--- src/rtl/usb_pid_pkg.sv ---
// Shared PID encodings, host sequencer states and small decode helpers for the
// USB host transaction controller.
package usb_pid_pkg;

    localparam int MAX_PAYLOAD = 64;

    typedef enum logic [2:0] {
        TX_IDLE = 3'b000,
        TX_DATA = 3'b001,
        TX_OUT  = 3'b010,
        TX_IN   = 3'b011,
        TX_ACK  = 3'b100
    } tx_pid_t;

    typedef enum logic [2:0] {
        RX_IDLE = 3'b000,
        RX_DATA = 3'b001,
        RX_ACK  = 3'b100,
        RX_NAK  = 3'b101,
        RX_BAD  = 3'b110
    } rx_pid_t;

    typedef enum logic [3:0] {
        S_IDLE,
        S_OUT_TOKEN,
        S_TOKEN_WAIT,
        S_OUT_DATA,
        S_OUT_DATA_WAIT,
        S_OUT_RESP,
        S_IN_TOKEN,
        S_IN_TOKEN_WAIT,
        S_IN_RESP,
        S_IN_DATA,
        S_IN_ACK,
        S_IN_ACK_WAIT,
        S_RETRY,
        S_DONE,
        S_FAIL
`ifdef USB_HOST_BACKOFF_EN
        , S_BACKOFF
`endif
    } host_state_t;

    // Single-cycle token/data/handshake states map one-to-one onto a TX strobe.
    function automatic tx_pid_t tx_pid_for_state(input host_state_t s);
        case (s)
            S_OUT_TOKEN: return TX_OUT;
            S_OUT_DATA:  return TX_DATA;
            S_IN_TOKEN:  return TX_IN;
            S_IN_ACK:    return TX_ACK;
            default:     return TX_IDLE;
        endcase
    endfunction

    function automatic logic host_drives_bus(input host_state_t s);
        case (s)
            S_OUT_TOKEN, S_TOKEN_WAIT, S_OUT_DATA, S_OUT_DATA_WAIT,
            S_IN_TOKEN, S_IN_TOKEN_WAIT, S_IN_ACK, S_IN_ACK_WAIT: return 1'b1;
            default: return 1'b0;
        endcase
    endfunction

    function automatic logic is_timed_state(input host_state_t s);
        case (s)
            S_OUT_RESP, S_IN_RESP, S_IN_DATA: return 1'b1;
`ifdef USB_HOST_BACKOFF_EN
            S_BACKOFF: return 1'b1;
`endif
            default: return 1'b0;
        endcase
    endfunction

endpackage

--- src/rtl/host_resp_timer.sv ---
// Saturating cycle counter with synchronous clear/enable and a terminal-count
// compare; shared by response timeout and retry backoff.
module host_resp_timer #(
    parameter int WIDTH = 8
) (
    input  logic             clk,
    input  logic             rst,
    input  logic             clear,
    input  logic             enable,
    input  logic [WIDTH-1:0] terminal,
    output logic [WIDTH-1:0] count,
    output logic             expired
);

    always_ff @(posedge clk) begin
        if (rst || clear) begin
            count <= '0;
        end else if (enable && (count != '1)) begin
            count <= count + 1'b1;
        end
    end

    assign expired = (count == terminal);

endmodule

--- src/rtl/usb_host_transaction_ctrl.sv ---
// Host-side USB transaction sequencer: token, data/handshake and retry control.
// Optional retry backoff is enabled by defining USB_HOST_BACKOFF_EN.
module usb_host_transaction_ctrl
    import usb_pid_pkg::*;
#(
    parameter int TIMEOUT_CYCLES = 255,
    parameter int MAX_RETRIES    = 3,
    parameter int BACKOFF_CYCLES = 16
) (
    input  logic       clk,
    input  logic       rst,
    input  logic       cmd_valid,
    input  logic       cmd_dir,
    input  logic [6:0] cmd_size,
    output logic       cmd_ready,
    input  logic [2:0] rx_packet,
    input  logic       tx_done,
    input  logic [6:0] buffer_occupancy,
    output logic [2:0] tx_packet,
    output logic       d_mode,
    output logic       clear,
    output logic       xfer_done,
    output logic       xfer_error,
    output logic [1:0] retry_count
);

    // Timer must hold both the response timeout and the largest backoff delay.
    localparam int BACKOFF_MAX = BACKOFF_CYCLES << MAX_RETRIES;
    localparam int TERM_MAX    = (TIMEOUT_CYCLES > BACKOFF_MAX) ? TIMEOUT_CYCLES : BACKOFF_MAX;
    localparam int TW          = $clog2(TERM_MAX + 1);
    localparam logic [TW-1:0] TIMEOUT_TERM = TW'(TIMEOUT_CYCLES);
    localparam logic [1:0]    RETRY_LIMIT  = 2'(MAX_RETRIES);

    host_state_t    state;
    host_state_t    next_state;
    logic           dir_q;
    logic [6:0]     size_q;
    logic           tok_sent;
    logic           occ_match;
    logic           rx_nak_bad;
    logic           timed_out;
    logic           tmr_clear;
    logic           tmr_en;
    logic           tmr_expired;
    logic [TW-1:0]  tmr_count;
    logic [TW-1:0]  tmr_term;

    assign occ_match  = (buffer_occupancy == size_q);
    assign rx_nak_bad = (rx_packet == RX_NAK) || (rx_packet == RX_BAD);
    // A saturated counter is treated as expired even if the terminal was missed.
    assign timed_out  = tmr_expired || (tmr_count == '1);
    assign tmr_clear  = is_timed_state(next_state) && (next_state != state);
    assign tmr_en     = is_timed_state(state);

`ifdef USB_HOST_BACKOFF_EN
    always_comb begin
        tmr_term = TIMEOUT_TERM;
        if (state == S_BACKOFF) begin
            tmr_term = TW'((BACKOFF_CYCLES << (int'(retry_count) - 1)) - 1);
        end
    end
`else
    assign tmr_term = TIMEOUT_TERM;
`endif

    host_resp_timer #(.WIDTH(TW)) u_timer (
        .clk      (clk),
        .rst      (rst),
        .clear    (tmr_clear),
        .enable   (tmr_en),
        .terminal (tmr_term),
        .count    (tmr_count),
        .expired  (tmr_expired)
    );

    always_comb begin
        next_state = state;
        case (state)
            S_IDLE:          if (cmd_valid && cmd_ready) next_state = cmd_dir ? S_IN_TOKEN : S_OUT_TOKEN;
            S_OUT_TOKEN:     next_state = S_TOKEN_WAIT;
            S_TOKEN_WAIT:    if ((tx_done || tok_sent) && occ_match) next_state = S_OUT_DATA;
            S_OUT_DATA:      next_state = S_OUT_DATA_WAIT;
            S_OUT_DATA_WAIT: if (tx_done) next_state = S_OUT_RESP;
            S_OUT_RESP: begin
                if (rx_packet == RX_ACK)      next_state = S_DONE;
                else if (rx_nak_bad)          next_state = S_RETRY;
                else if (timed_out)           next_state = S_RETRY;
            end
            S_IN_TOKEN:      next_state = S_IN_TOKEN_WAIT;
            S_IN_TOKEN_WAIT: if (tx_done) next_state = S_IN_RESP;
            S_IN_RESP: begin
                if (rx_packet == RX_DATA)     next_state = S_IN_DATA;
                else if (rx_nak_bad)          next_state = S_RETRY;
                else if (timed_out)           next_state = S_RETRY;
            end
            // Data phase ends when RX returns to IDLE; a short buffer is a bad packet.
            S_IN_DATA: begin
                if (rx_packet == RX_IDLE)     next_state = occ_match ? S_IN_ACK : S_RETRY;
                else if (rx_packet == RX_BAD) next_state = S_RETRY;
                else if (timed_out)           next_state = S_RETRY;
            end
            S_IN_ACK:        next_state = S_IN_ACK_WAIT;
            S_IN_ACK_WAIT:   if (tx_done) next_state = S_DONE;
            S_RETRY: begin
                if (retry_count == RETRY_LIMIT) begin
                    next_state = S_FAIL;
                end else begin
`ifdef USB_HOST_BACKOFF_EN
                    next_state = S_BACKOFF;
`else
                    next_state = dir_q ? S_IN_TOKEN : S_OUT_TOKEN;
`endif
                end
            end
`ifdef USB_HOST_BACKOFF_EN
            S_BACKOFF:       if (timed_out) next_state = dir_q ? S_IN_TOKEN : S_OUT_TOKEN;
`endif
            S_DONE:          next_state = S_IDLE;
            S_FAIL:          next_state = S_IDLE;
            default:         next_state = S_IDLE;
        endcase
    end

    // Outputs are decoded from next_state so they are valid on state entry.
    always_ff @(posedge clk) begin
        if (rst) begin
            state       <= S_IDLE;
            dir_q       <= 1'b0;
            size_q      <= '0;
            tok_sent    <= 1'b0;
            cmd_ready   <= 1'b1;
            tx_packet   <= TX_IDLE;
            d_mode      <= 1'b0;
            clear       <= 1'b0;
            xfer_done   <= 1'b0;
            xfer_error  <= 1'b0;
            retry_count <= '0;
        end else begin
            state <= next_state;
            if (state == S_IDLE && cmd_valid && cmd_ready) begin
                dir_q       <= cmd_dir;
                size_q      <= cmd_size;
                retry_count <= '0;
            end else if (state == S_RETRY && next_state != S_FAIL) begin
                retry_count <= retry_count + 2'd1;
            end
            if (state == S_TOKEN_WAIT) begin
                tok_sent <= tok_sent | tx_done;
            end else begin
                tok_sent <= 1'b0;
            end
            cmd_ready  <= (next_state == S_IDLE);
            tx_packet  <= tx_pid_for_state(next_state);
            d_mode     <= host_drives_bus(next_state);
            // OUT data stays buffered across retries; IN data is flushed.
            clear      <= (next_state == S_FAIL) ||
                          (state == S_RETRY && next_state != S_FAIL && dir_q);
            xfer_done  <= (next_state == S_DONE);
            xfer_error <= (next_state == S_FAIL);
        end
    end

endmodule

--- config.mk ---
export PLATFORM = sky130hd
export DESIGN_NAME = usb_host_transaction_ctrl
export DESIGN_NICKNAME = d
export VERILOG_FILES = /design/src/rtl/usb_pid_pkg.sv /design/src/rtl/host_resp_timer.sv /design/src/rtl/usb_host_transaction_ctrl.sv
export SDC_FILE = /design/constraint.sdc
export NUM_CORES = 1
export LEC_CHECK = 0
export ABC_AREA = 0
export CAP_MARGIN = 25
export CORE_ASPECT_RATIO = 2
export CORE_MARGIN = 10
export CORE_UTILIZATION = 30
export CTS_CLUSTER_DIAMETER = 120
export DETAILED_ROUTE_END_ITERATION = 10
export PLACE_DENSITY_LB_ADDON = 0.2
export REMOVE_ABC_BUFFERS = 1
export SYNTH_ARGS = -nofsm -noshare
export SYNTH_HDL_FRONTEND = slang
export SYNTH_SLANG_ARGS = --single-unit
--- constraint.sdc ---
create_clock -name clk -period 4.43 [get_ports clk]
set_input_delay 0.6645 -clock clk [delete_from_list [all_inputs] [get_ports clk]]
set_output_delay 0.6645 -clock clk [all_outputs]
set_load 0.005 [all_outputs]
==> run_results.csv <==
group,metric,value,unit
yosys,avgSynthCellArea,8.75,sq um
power,switchingPower,296,uW
sta,fin_crit,3030,ps
global_route,antenna_found_initial,0,
placed_design,port_buffers,31,
setup_path,worst-path-max-fanout,8,
sta,rsz0062_at_grt,"false",
sta,timing.fmax,330,MHz
final_layout,drive_above_1_share,8.55,%
floorplanning,core,5710,sq um
setup_path,crit_type,"input port to flip-flop",
final_layout,antennaDiodeCount,0,
sta,slew_violations,0,
power,p_int,708,uW
power,p_leak,0.806,nW
power,netSwitchingFraction,29.5,%
global_route,grt_overflow,0,
clocking,cts_resized,0,
global_route,grt.total_usage,10.5,%
placed_design,place_congestion,0.847,
sta,hold_viol_final,0,
final_layout,final_cell_mix,"dfxtp_1 (31), clkdlybuf4s50_1 (31), nor2_1 (24)",
clocking,cts_root_buffer,"clkbuf_16",
sta,hold_slack,518,ps
global_route,grt_pass1_wl,7.87,mm
detailed_routing,dr.pass1.iters,4,
placed_design,dp_hpwl,3.79,mm
clocking,cts_hold_buffers,0,
clocking,post-cts-setup-buffers,0,
global_route,grt_max_degree,28,
yosys,netlist-cell-type-count,57,
final_layout,syn2layout_area_growth,29.4,%
clocking,cts_inserted_buffers,5,
run_status,status,"finished clean",
yosys,yosys.area.top_type,"dfxtp_1",
job,drv_cap,0,
yosys,yosysWarnings,0,
clocking,clockBufferDepth,2,
hold_path,hold_class,"flip-flop to flip-flop",
floorplanning,dieWidth,74.4,microns
power,comb_power_share,26.7,%
power,p_per_area,437,nW/um^2
yosys,seq_area_frac_synth,35.0,%
floorplanning,die_y,129,microns
power,p_clk_share,39.5,%
sta,setup_viol,0,
clocking,cts-htree-levels,2,
sta,skew,7.78,ps
sta,fin_tns_setup,0,ps
global_route,grt_pass1_vias,1653,
setup_path,crit_required,4540,ps
setup_path,start_kind,"input port",
detailed_routing,wire_per_inst,16.5,microns
yosys,synthFlopType,"dfxtp_1",
final_layout,layout.nets,257,
sta,relSlewSlack,34.1,%
yosys,synthTopCellsByArea,"dfxtp_1 (35%), xnor2_1 (6.4%), mux2i_1 (6.2%)",
floorplanning,placementRows,39,
clocking,clkTransAtPathRegs,50,ps
power,seq_power_share,33.7,%
detailed_routing,drtAntennaViolNets,0,
yosys,synthCells,203,
sta,worst_pin_slew,986,ps
clocking,worstSkewPairLatency,280,ps
detailed_routing,drc,0,
yosys,synth-async-reset-ratio,0,%
yosys,ys_ff_latch,31,
yosys,synth_edf_count,0,
detailed_routing,viasPerCell,5.44,
floorplanning,die_area,9580,sq um
clocking,cts_sinks,31,
floorplanning,ios,32,
floorplanning,initial_core_util,31.1,%
clocking,cts_tree,"done",
detailed_routing,wirelength,4.85,mm
yosys,syn_area,1780,sq um
setup_path,worstPathArrival,3140,ps
yosys,synth_top_cell_area_share,35.0,%
setup_path,cp-end-kind,"flip-flop",
detailed_routing,drt_iter0_drc,142,
power,ir_drop,337,uV
detailed_routing,num_vias,1605,
sta,fin_crit_sh,68.4,%
-- synthesized netlist by cell type (2+ instances only) --
| cell type | n |
|---|---|
| o41ai_1 | 2 |
| and2_1 | 2 |
| xor2_1 | 4 |
| nand3_1 | 6 |
| nor2b_1 | 2 |
| clkbuf_1 | 4 |
| o2111ai_1 | 2 |
| nor4_1 | 4 |
| nand2b_1 | 4 |
| mux2i_1 | 11 |
| nand4_1 | 4 |
| o21ai_0 | 7 |
| dfxtp_1 | 31 |
| o31ai_1 | 2 |
| a21oi_1 | 5 |
| ha_1 | 2 |
| buf_2 | 4 |
| nor3_1 | 11 |
| nor3b_1 | 5 |
| o211ai_1 | 2 |
| xnor2_1 | 13 |
| nand2_1 | 9 |
| inv_1 | 8 |
| nor4b_1 | 3 |
| nor2_1 | 24 |
-- stage by stage --
stage	utilization, %	power [mW]	area, sq um	instances	setup slack (ps)
2_1_floorplan	-	0.507	1730	194	1990
3_3_place_gp	37.1	0.611	2120	286	1170
3_5_place_dp	37.1	0.610	2120	286	1110
4_1_cts	40.1	1.01	2290	294	1390
5_1_grt	40.2	1.05	2300	295	1160
6_report	40.2	1.00	2300	295	1400
-- routing by layer --
layer,vias up,wire length [microns],global-route usage (%)
met5,-,0,0
met1,732,1710,9.36
met2,56,2630,19.1
met3,18,260,2.62
li1,799,-,-
met4,0,253,7.79
-- power by group through the flow --
stage | logic, mW | clock network [mW] | registers [mW]
finish | 0.268 | 0.397 | 0.339
global route | 0.294 | 0.415 | 0.342
floorplan | 0.171 | 0 | 0.336
detailed placement | 0.266 | 0 | 0.344
CTS | 0.267 | 0.404 | 0.338
global placement | 0.267 | 0 | 0.344
-- critical path, stage by stage --
cell and delay (ps):
clkdlybuf4s50_1 540, or3_4 450, o41ai_1 510, o211ai_2 250
a2111oi_4 620, nor3_1 100
-- logic make-up (layout without fill, tap and decap cells) --
kind of cell	Yosys count	count (layout)	synth area share, %
AOI/OAI and AO/OA	36	36	16.4
DFF	31	31	35.0
buffers and inverters	17	48	4.30
and+or+nand+nor	89	89	28.4
muxes	11	11	6.20
adders and majority gates	2	2	1.41
xor gates and xnor gates	17	17	8.39
-- final timing paths --
check / from / to / cells after the start / slack, ps
worst max-delay path: rx_packet[0] / u_timer.count[3] / 6 / 1400
worst min register to register: size_q[6] / size_q[6] / 2 / 520
worst max register to register: state[1] / u_timer.count[3] / 6 / 1620
worst min-delay path: size_q[6] / size_q[6] / 2 / 520
-- sequential cells by signal (all words and copies together), names as in the netlist, 2 cells and up --
name	flops
retry_count	2
size_q	7
state	4
tx_packet	3
u_timer.count	8
-- final cells by class --
cell class              instances  area (sq um)
clock inverters                 2          35.0
clock buffers                   6           139
flip-flops and latches         31           621
fillers                       566          3410
well taps                      61          76.3
repair buffers                 32           318
multi-input cells             155          1080
inverters                       8          30.0
No activity file was read; power rests on OpenSTA's default activity.
